### src/rtl/wb_dst_tracker_if.sv
// Operand-bypass destination bus between the decode/pipeline side (master)
// and the destination tracker (slave). Carries decoded destination info in
// and the per-stage RegWr/RegDst/MemRead view plus Stall out.
//
// Handshake: there is no valid/ready pair here. The tracker samples the
// decode fields on every rising edge where mem_ready=1 and Stall=0. When
// Stall=1 the master must hold PC and IF/ID and re-present the same decode
// fields on the next cycle. mem_ready=0 freezes the whole tracker.
interface wb_dst_tracker_if #(
  parameter int REG_W = 5,
  parameter int CNT_W = 16
);
  logic             dec_RegWr;
  logic [REG_W-1:0] dec_RegDst;
  logic             dec_MemRead;
  logic [REG_W-1:0] IF_ID_Rs;
  logic [REG_W-1:0] IF_ID_Rt;
  logic             flush;
  logic             mem_ready;

  logic             ID_EX_RegWr;
  logic [REG_W-1:0] ID_EX_RegDst;
  logic             ID_EX_MemRead;
  logic             EX_MEM_RegWr;
  logic [REG_W-1:0] EX_MEM_RegDst;
  logic             MEM_WB_RegWr;
  logic [REG_W-1:0] MEM_WB_RegDst;
  logic             Stall;
  logic [CNT_W-1:0] stall_count;

  modport master (
    output dec_RegWr, dec_RegDst, dec_MemRead, IF_ID_Rs, IF_ID_Rt,
           flush, mem_ready,
    input  ID_EX_RegWr, ID_EX_RegDst, ID_EX_MemRead, EX_MEM_RegWr,
           EX_MEM_RegDst, MEM_WB_RegWr, MEM_WB_RegDst, Stall, stall_count
  );

  modport slave (
    input  dec_RegWr, dec_RegDst, dec_MemRead, IF_ID_Rs, IF_ID_Rt,
           flush, mem_ready,
    output ID_EX_RegWr, ID_EX_RegDst, ID_EX_MemRead, EX_MEM_RegWr,
           EX_MEM_RegDst, MEM_WB_RegWr, MEM_WB_RegDst, Stall, stall_count
  );
endinterface

### src/rtl/wb_dst_tracker.sv
// Destination tracker for the operand-bypass path. Shadows the ID/EX,
// EX/MEM and MEM/WB pipeline registers with each instruction's
// {RegWr, RegDst, MemRead}, detects load-use hazards and memory wait
// states, and raises Stall while inserting bubbles into ID/EX.
// Optional stall-cycle counter: define WB_DST_TRACKER_STALL_CNT_EN.
module wb_dst_tracker #(
  parameter int REG_W = 5,
  parameter int CNT_W = 16
) (
  input  logic             clk,
  input  logic             reset,
  wb_dst_tracker_if.slave  bus
);

  logic             id_ex_regwr_q,   id_ex_regwr_d;
  logic [REG_W-1:0] id_ex_regdst_q,  id_ex_regdst_d;
  logic             id_ex_memread_q, id_ex_memread_d;
  logic             ex_mem_regwr_q,  ex_mem_regwr_d;
  logic [REG_W-1:0] ex_mem_regdst_q, ex_mem_regdst_d;
  logic             mem_wb_regwr_q,  mem_wb_regwr_d;
  logic [REG_W-1:0] mem_wb_regdst_q, mem_wb_regdst_d;
  logic             load_use;
  logic             stall;

  // Hazard detection: a load in ID/EX whose (non-zero) destination is read
  // by the instruction in decode; memory wait states stall everything.
  always_comb begin
    load_use = id_ex_memread_q && (id_ex_regdst_q != '0) &&
               ((id_ex_regdst_q == bus.IF_ID_Rs) ||
                (id_ex_regdst_q == bus.IF_ID_Rt));
    stall    = load_use || !bus.mem_ready;
  end

  // Next-state: hold on wait state, otherwise shift and load ID/EX with
  // either the decoded instruction or a bubble (flush wins over load-use).
  always_comb begin
    id_ex_regwr_d   = id_ex_regwr_q;
    id_ex_regdst_d  = id_ex_regdst_q;
    id_ex_memread_d = id_ex_memread_q;
    ex_mem_regwr_d  = ex_mem_regwr_q;
    ex_mem_regdst_d = ex_mem_regdst_q;
    mem_wb_regwr_d  = mem_wb_regwr_q;
    mem_wb_regdst_d = mem_wb_regdst_q;
    if (bus.mem_ready) begin
      mem_wb_regwr_d  = ex_mem_regwr_q;
      mem_wb_regdst_d = ex_mem_regdst_q;
      ex_mem_regwr_d  = id_ex_regwr_q;
      ex_mem_regdst_d = id_ex_regdst_q;
      if (bus.flush || load_use) begin
        id_ex_regwr_d   = 1'b0;
        id_ex_regdst_d  = '0;
        id_ex_memread_d = 1'b0;
      end else begin
        id_ex_regwr_d   = bus.dec_RegWr;
        id_ex_regdst_d  = bus.dec_RegDst;
        id_ex_memread_d = bus.dec_MemRead;
      end
    end
  end

  // Stage registers with synchronous active-low reset.
  always_ff @(posedge clk) begin
    if (!reset) begin
      id_ex_regwr_q   <= 1'b0;
      id_ex_regdst_q  <= '0;
      id_ex_memread_q <= 1'b0;
      ex_mem_regwr_q  <= 1'b0;
      ex_mem_regdst_q <= '0;
      mem_wb_regwr_q  <= 1'b0;
      mem_wb_regdst_q <= '0;
    end else begin
      id_ex_regwr_q   <= id_ex_regwr_d;
      id_ex_regdst_q  <= id_ex_regdst_d;
      id_ex_memread_q <= id_ex_memread_d;
      ex_mem_regwr_q  <= ex_mem_regwr_d;
      ex_mem_regdst_q <= ex_mem_regdst_d;
      mem_wb_regwr_q  <= mem_wb_regwr_d;
      mem_wb_regdst_q <= mem_wb_regdst_d;
    end
  end

`ifdef WB_DST_TRACKER_STALL_CNT_EN
  logic [CNT_W-1:0] stall_cnt_q, stall_cnt_d;

  // Saturating count of stalled cycles.
  always_comb begin
    stall_cnt_d = stall_cnt_q;
    if (stall && (stall_cnt_q != {CNT_W{1'b1}}))
      stall_cnt_d = stall_cnt_q + {{(CNT_W-1){1'b0}}, 1'b1};
  end

  // Counter register, cleared only by reset.
  always_ff @(posedge clk) begin
    if (!reset) stall_cnt_q <= '0;
    else        stall_cnt_q <= stall_cnt_d;
  end

  assign bus.stall_count = stall_cnt_q;
`else
  assign bus.stall_count = '0;
`endif

  assign bus.ID_EX_RegWr   = id_ex_regwr_q;
  assign bus.ID_EX_RegDst  = id_ex_regdst_q;
  assign bus.ID_EX_MemRead = id_ex_memread_q;
  assign bus.EX_MEM_RegWr  = ex_mem_regwr_q;
  assign bus.EX_MEM_RegDst = ex_mem_regdst_q;
  assign bus.MEM_WB_RegWr  = mem_wb_regwr_q;
  assign bus.MEM_WB_RegDst = mem_wb_regdst_q;
  assign bus.Stall         = stall;

endmodule

### src/flat_wrapper.sv
// flat-port wrapper written by rule: the top's interface ports become plain ports
module wb_dst_tracker_flat 
#(
  parameter int REG_W = 5,
  parameter int CNT_W = 16
)
  (clk, reset, bus_dec_RegWr, bus_dec_RegDst, bus_dec_MemRead, bus_IF_ID_Rs, bus_IF_ID_Rt, bus_flush, bus_mem_ready, bus_ID_EX_RegWr, bus_ID_EX_RegDst, bus_ID_EX_MemRead, bus_EX_MEM_RegWr, bus_EX_MEM_RegDst, bus_MEM_WB_RegWr, bus_MEM_WB_RegDst, bus_Stall, bus_stall_count);
  wb_dst_tracker_if #(.REG_W(REG_W), .CNT_W(CNT_W)) bus_i ();
  input  logic clk;
  input  logic reset;
  input wire logic [$bits(bus_i.dec_RegWr)-1:0] bus_dec_RegWr;
  input wire logic [$bits(bus_i.dec_RegDst)-1:0] bus_dec_RegDst;
  input wire logic [$bits(bus_i.dec_MemRead)-1:0] bus_dec_MemRead;
  input wire logic [$bits(bus_i.IF_ID_Rs)-1:0] bus_IF_ID_Rs;
  input wire logic [$bits(bus_i.IF_ID_Rt)-1:0] bus_IF_ID_Rt;
  input wire logic [$bits(bus_i.flush)-1:0] bus_flush;
  input wire logic [$bits(bus_i.mem_ready)-1:0] bus_mem_ready;
  output wire logic [$bits(bus_i.ID_EX_RegWr)-1:0] bus_ID_EX_RegWr;
  output wire logic [$bits(bus_i.ID_EX_RegDst)-1:0] bus_ID_EX_RegDst;
  output wire logic [$bits(bus_i.ID_EX_MemRead)-1:0] bus_ID_EX_MemRead;
  output wire logic [$bits(bus_i.EX_MEM_RegWr)-1:0] bus_EX_MEM_RegWr;
  output wire logic [$bits(bus_i.EX_MEM_RegDst)-1:0] bus_EX_MEM_RegDst;
  output wire logic [$bits(bus_i.MEM_WB_RegWr)-1:0] bus_MEM_WB_RegWr;
  output wire logic [$bits(bus_i.MEM_WB_RegDst)-1:0] bus_MEM_WB_RegDst;
  output wire logic [$bits(bus_i.Stall)-1:0] bus_Stall;
  output wire logic [$bits(bus_i.stall_count)-1:0] bus_stall_count;
  assign bus_i.dec_RegWr = bus_dec_RegWr;
  assign bus_i.dec_RegDst = bus_dec_RegDst;
  assign bus_i.dec_MemRead = bus_dec_MemRead;
  assign bus_i.IF_ID_Rs = bus_IF_ID_Rs;
  assign bus_i.IF_ID_Rt = bus_IF_ID_Rt;
  assign bus_i.flush = bus_flush;
  assign bus_i.mem_ready = bus_mem_ready;
  assign bus_ID_EX_RegWr = bus_i.ID_EX_RegWr;
  assign bus_ID_EX_RegDst = bus_i.ID_EX_RegDst;
  assign bus_ID_EX_MemRead = bus_i.ID_EX_MemRead;
  assign bus_EX_MEM_RegWr = bus_i.EX_MEM_RegWr;
  assign bus_EX_MEM_RegDst = bus_i.EX_MEM_RegDst;
  assign bus_MEM_WB_RegWr = bus_i.MEM_WB_RegWr;
  assign bus_MEM_WB_RegDst = bus_i.MEM_WB_RegDst;
  assign bus_Stall = bus_i.Stall;
  assign bus_stall_count = bus_i.stall_count;
  wb_dst_tracker #(.REG_W(REG_W), .CNT_W(CNT_W)) u_core (.clk(clk), .reset(reset), .bus(bus_i));
endmodule
### config.mk
export PLATFORM = sky130hd
export DESIGN_NAME = wb_dst_tracker_flat
export DESIGN_NICKNAME = d
export VERILOG_FILES = /design/src/rtl/wb_dst_tracker_if.sv /design/src/rtl/wb_dst_tracker.sv /design/src/flat_wrapper.sv
export SDC_FILE = /design/constraint.sdc
export NUM_CORES = 1
export LEC_CHECK = 0
export ABC_CLOCK_PERIOD_IN_PS = 3370
export BUFFER_PORTS_ARGS = -buffer_cell sky130_fd_sc_hd__buf_2
export CORE_UTILIZATION = 47
export CTS_BUF_LIST = sky130_fd_sc_hd__clkbuf_8
export DETAILED_ROUTE_END_ITERATION = 8
export GPL_TIMING_DRIVEN = 0
export PLACE_DENSITY = 0.93
export SYNTH_ARGS = -nofsm -noshare
export SYNTH_HDL_FRONTEND = slang
export SYNTH_SLANG_ARGS = --single-unit
export TNS_END_PERCENT = 100
### constraint.sdc
create_clock -name clk -period 3.37 [get_ports clk]
set_clock_uncertainty 0.05 [all_clocks]
set_input_delay 0 -clock clk [delete_from_list [all_inputs] [get_ports clk]]
set_output_delay 0 -clock clk [all_outputs]
set_load 0.01 [all_outputs]
## Word level (Yosys, flattened, before mapping)

Cells that the tools add are included.

| storage, ports and cells | value |
|---|---|
| input port bits | 21 |
| output and inout bits | 36 |
| logic and storage cells | 19 |
| flip-flop bits (word level) | 19 |

| cells by class | value |
|---|---|
| eq/ne operators | 2 |
| multiplexer cells | 3 |
| reduce and logical (&&, ||, !) cells | 7 |

Operator list:

| cell | count |
|---|---|
| 5-bit equality test | 2 |
| 5-bit 2-to-1 mux | 1 |
| 5-bit nonzero test | 1 |
| 1-bit logical OR | 3 |
| 1-bit logical AND | 2 |
| 1-bit 2-to-1 mux | 2 |
| 1-bit logical NOT | 1 |

## Logic depth before layout (Yosys ltp)

| depth | value |
|---|---|
| depth after elaboration | 5 |
| mapped depth | 5 |
| gate-level depth less buffers | 5 |

## Least setup slack after synthesis

No wires, ideal clock.

| timing path | value |
|---|---|
| path kind | register to register |
| from | register u_core.id_ex_regdst_q[1], in the netlist u_core.bus.ID_EX_RegDst[1] |
| to | register u_core.id_ex_regdst_q[0], in the netlist u_core.bus.ID_EX_RegDst[0] |
| cell stages (with the launch flop) | 5 |
| period minus slack after synthesis | 1551 ps |
| buffers on the path | 0 |
| path slack | 1819 ps |
| data arrival time | 1441 ps |
| data required time | 3261 ps |
| setup time | 59 ps |
| path through | dfxtp_1 > or4_1 > o21a_1 > a21oi_4 > a22o_1 |

| between the ends | value |
|---|---|
| longest elaborated chain between the ends | 5 |
| elaborated cells on any way between the ends | 8 |
| those cells by class | eq/ne (2); mux (1); reduce/logical (5) |

Ends and longest elaborated chain:

| what | line | source |
|---|---|---|
| start: declaration | wb_dst_tracker.sv:16 | `logic [REG_W-1:0] id_ex_regdst_q, id_ex_regdst_d;` |
| start signal: assignment | wb_dst_tracker.sv:73 | `id_ex_regdst_q <= id_ex_regdst_d;` |
| 5-bit equality test (tied with other cells) | wb_dst_tracker.sv:29 | `((id_ex_regdst_q == bus.IF_ID_Rs) \|\|` |
| 1-bit logical OR / 1-bit logical AND (equally long branches) | wb_dst_tracker.sv:29, wb_dst_tracker.sv:28 |  |
| 1-bit logical AND (*) | wb_dst_tracker.sv:28 | `load_use = id_ex_memread_q && (id_ex_regdst_q != '0) &&` |
| 1-bit logical OR (*) | wb_dst_tracker.sv:49 | `if (bus.flush \|\| load_use) begin` |
| 5-bit 2-to-1 mux (*) | wb_dst_tracker.sv:49 |  |

Mark *: on every way between the ends. The rest lies on a longest branch, timed or not.
A chain may end at the register's enable or synchronous reset.

## Worst setup path after layout

| timing path | value |
|---|---|
| from | register u_core.id_ex_regdst_q[2], in the netlist u_core.bus.ID_EX_RegDst[2] |
| to | output port bus_Stall |

| between the ends | value |
|---|---|
| longest elaborated chain between the ends | 4 |
| elaborated cells on any way between the ends | 7 |
| those cells by class | eq/ne (2); reduce/logical (5) |

Ends and longest elaborated chain:

| what | line | source |
|---|---|---|
| 5-bit equality test (tied with other cells) | wb_dst_tracker.sv:29 |  |
| 1-bit logical OR / 1-bit logical AND (equally long branches) | wb_dst_tracker.sv:29, wb_dst_tracker.sv:28 |  |
| 1-bit logical AND (*) | wb_dst_tracker.sv:28 |  |
| 1-bit logical OR (*) | wb_dst_tracker.sv:31 | `stall = load_use \|\| !bus.mem_ready;` |
| end: declaration | flat_wrapper.sv:25 | `output wire logic [$bits(bus_i.Stall)-1:0] bus_Stall;` |

Marked as above.

==> metrics.txt <==
status finished clean; Global Route Usage Sum 20.8%; largest net degree at the start of global routing 12; DRC viols 0; FF-to-FF End u_core.bus.ID_EX_RegDst[1]; Yosys reg bits 19; number of cells upsized or downsized after cts 0; number of global-route vias before repair between 700 and 800; Mean Syn Cell Area around 10 um^2; CTS Buffer Depth 2; Worst Path Max Fanout 6; max incr delay on CP around 530 ps; die width 46.7 um; Worst Hold Launch bus_mem_ready; worst r2r src u_core.bus.ID_EX_RegDst[2]; critical path's top delay family simple AND/OR/NAND/NOR gates; pwr/cell area 357 nW/um^2; Starting Density 52.2%; number of synthesized flops with an enable pin 0; Crit. Startpoint u_core.bus.ID_EX_RegDst[2]; area leader, netlist dfxtp_1; mapped cell area between 900 and 1000 um^2; Placed Area ~1200 um^2; Finish-stage setup viols 0; leakage 0.689 nW; Slew Viols, Final 0; CP Cell Sequence or4_1 > o21a_1 > nand2_1 > nand2_1 > buf_2; Clock Tree Root clkbuf_8; Synth async-reset ratio 0%; HPWL after DPL about 1.6 mm; WP buf/inv 1; hold path endpoint u_core.bus.EX_MEM_RegDst[2]; top cell type's share of synthesized area 40.4%; HP Class primary input to flop; DR iter-0 viols 8; Die H approximately 47 um; RSZ-0062 raised after global routing false; antenna violations before repair 0; final wirelength approximately 2.1 mm; cts bufs inserted 3; top cells by count, synth dfxtp_1 (19), buf_4 (16), nor2b_1 (13), mux2i_1 (12), xnor2_1 (10); fin crit share between 50 and 60%; share of cells above drive strength 1 between 30% and 40%; CTS tree built; R2R cell count 4; Clock transition at path regs roughly 70 ps; core footprint 1800 um^2; Skew-Pair Late Insertion Delay around 260 ps; most frequent CP cell nand2_1; reg2reg setup slack ~1700 ps; Tmin final 1720 ps; Die ar. 2180 um^2; ranking of synthesized cells by area dfxtp_1 (40%), mux2i_1 (13%), buf_4 (13%), xnor2_1 (9.3%), nor2b_1 (8.6%); final hold vios 0; Wirelength per Cell 11.5 um; Detail Route Antenna Nets 0; Ports 57; Layout area overhead 43.5%; Worst setup SP type flop; fmax 580 MHz; Data arrival, critical path between 1500 and 2000 ps; slowest CP cell or4_1; htree depth 1; Congestion Overflow GR 0; post-synthesis sequential area ratio approximately two fifths; critical path endpoint category output port; Setup CP Type flop to output port; Vias 812; CTS Sinks 19; Vias per Instance around 4.4; final instance area between 1000 and 1500 um^2; number of port buffers 39; YS warnings 0; first-pass GRT wire length approximately 3 mm; Final #Nets about 180; hold path depth 3; most common cell in the synthesized netlist dfxtp_1; Worst VDD drop between 0.3 and 0.4 mV; GP Congestion around 0.7; placement row count 15; diode count 0; Post-Synthesis Cells 93; Yosys cell types 16; Top FF cell, synth dfxtp_1; CP required between 3000 and 4000 ps; setup tns final 0 ps; Max Cap Violations 0; DRT Pass-1 Iters 3
==> layout make-up <==
| cell class | count | area, um^2 |
|---|---|---|
| multi-input combinational | 69 | 480 |
| fill | 144 | 452 |
| sequential | 19 | 380 |
| timing repair buffer | 47 | 275 |
| buffer | 20 | 136 |
| clock buffer | 3 | 41.3 |
| tap | 25 | 31.3 |
| clock inverter | 1 | 5.00 |
==> how the worst max path moves through the flow <==
stage | to | slack [ps] | cells past startpoint
2_1_floorplan | u_core.bus.ID_EX_RegDst[0] | 1820 | 4
3_3_place_gp | u_core.bus.ID_EX_RegWr | 1790 | 4
3_5_place_dp | u_core.bus.ID_EX_RegDst[1] | 1740 | 4
4_1_cts | bus_Stall | 1630 | 5
5_1_grt | bus_Stall | 1580 | 5
6_report | bus_Stall | 1650 | 5
==> metrics by stage <==
| stage | utilization [%] | power, W | setup WS (ps) | instances | hold slack, ps |
|---|---|---|---|---|---|
| global placement | 67.9 | 0.000317 | 1790 | 172 | 160 |
| CTS | 74.9 | 0.000482 | 1630 | 184 | 120 |
| floorplan | - | 0.000296 | 1820 | 108 | 75.7 |
| global route | 74.9 | 0.000503 | 1580 | 184 | 143 |
| finish | 74.9 | 0.000482 | 1650 | 184 | 126 |
| detailed placement | 67.9 | 0.000320 | 1740 | 172 | 166 |
==> flip-flops by register name, indices dropped and copies added (netlist names) <==
name / cells
u_core.bus.EX_MEM_RegDst: 5
u_core.bus.ID_EX_RegDst: 5
u_core.bus.MEM_WB_RegDst: 5
u_core.bus.EX_MEM_RegWr: 1
u_core.bus.ID_EX_MemRead: 1
u_core.bus.ID_EX_RegWr: 1
u_core.bus.MEM_WB_RegWr: 1
==> repair_timing <==
item / CTS / global route
hold endpoints to repair: 9 / 0
setup buffers: 0 / 0
hold buffers: 8 / 0
==> metal layers <==
| layer | GRT usage (%) | vias to the layer above | part of all wire [%] |
|---|---|---|---|
| li1 | - | 411 | - |
| met1 | 22.0 | 357 | 42 |
| met2 | 38.9 | 40 | 48 |
| met3 | 3.85 | 4 | 8.6 |
| met4 | 10.3 | 0 | 1.6 |
| met5 | 0 | - | 0 |
==> where the power goes <==
part / total, W / internal (W) / leakage, nW / switching (W)
registers: 0.000237 / 0.000230 / 0.154 / 0.00000711
clock network: 0.000159 / 0.0000822 / 0.0255 / 0.0000768
logic: 0.0000857 / 0.0000490 / 0.510 / 0.0000368
==> worst register-to-register path, stage by stage (launching register included) <==
cell and delay [ps]:
dfxtp_1 400, or4_1 530, o21a_1 220, a21oi_4 250, a22o_1 160
==> kinds of logic (layout without fill, tap and decap cells) <==
group                  count (synthesis)  after routing  share of synthesized area [%]
AO/OA/AOI/OAI                         10             10                           9.71
XOR/XNOR                              10             10                           9.31
buffers and inverters                 20             71                           14.5
flip-flops                            19             19                           40.4
multiplexers                          12             12                           12.8
other                                  1             16                          0.399
AND/OR/NAND/NOR                       21             21                           12.9
==> placed cells by master, fill, tap and decap left out <==
| cell | instances |
|---|---|
| buf_2 | 40 |
| dfxtp_1 | 19 |
| buf_4 | 16 |
| conb_1 | 16 |
| nor2b_1 | 13 |
| mux2i_1 | 12 |
| xnor2_1 | 10 |
| dlygate4sd3_1 | 8 |
| a22o_1 | 7 |
| nand2_1 | 4 |
| clkbuf_1 | 3 |
| clkbuf_8 | 3 |
| nand3_1 | 2 |
| o22ai_1 | 1 |
| or4_1 | 1 |
| o21a_1 | 1 |
| nand3b_1 | 1 |
| a21oi_4 | 1 |
| clkinv_2 | 1 |
(Power assumes the default switching activity.)
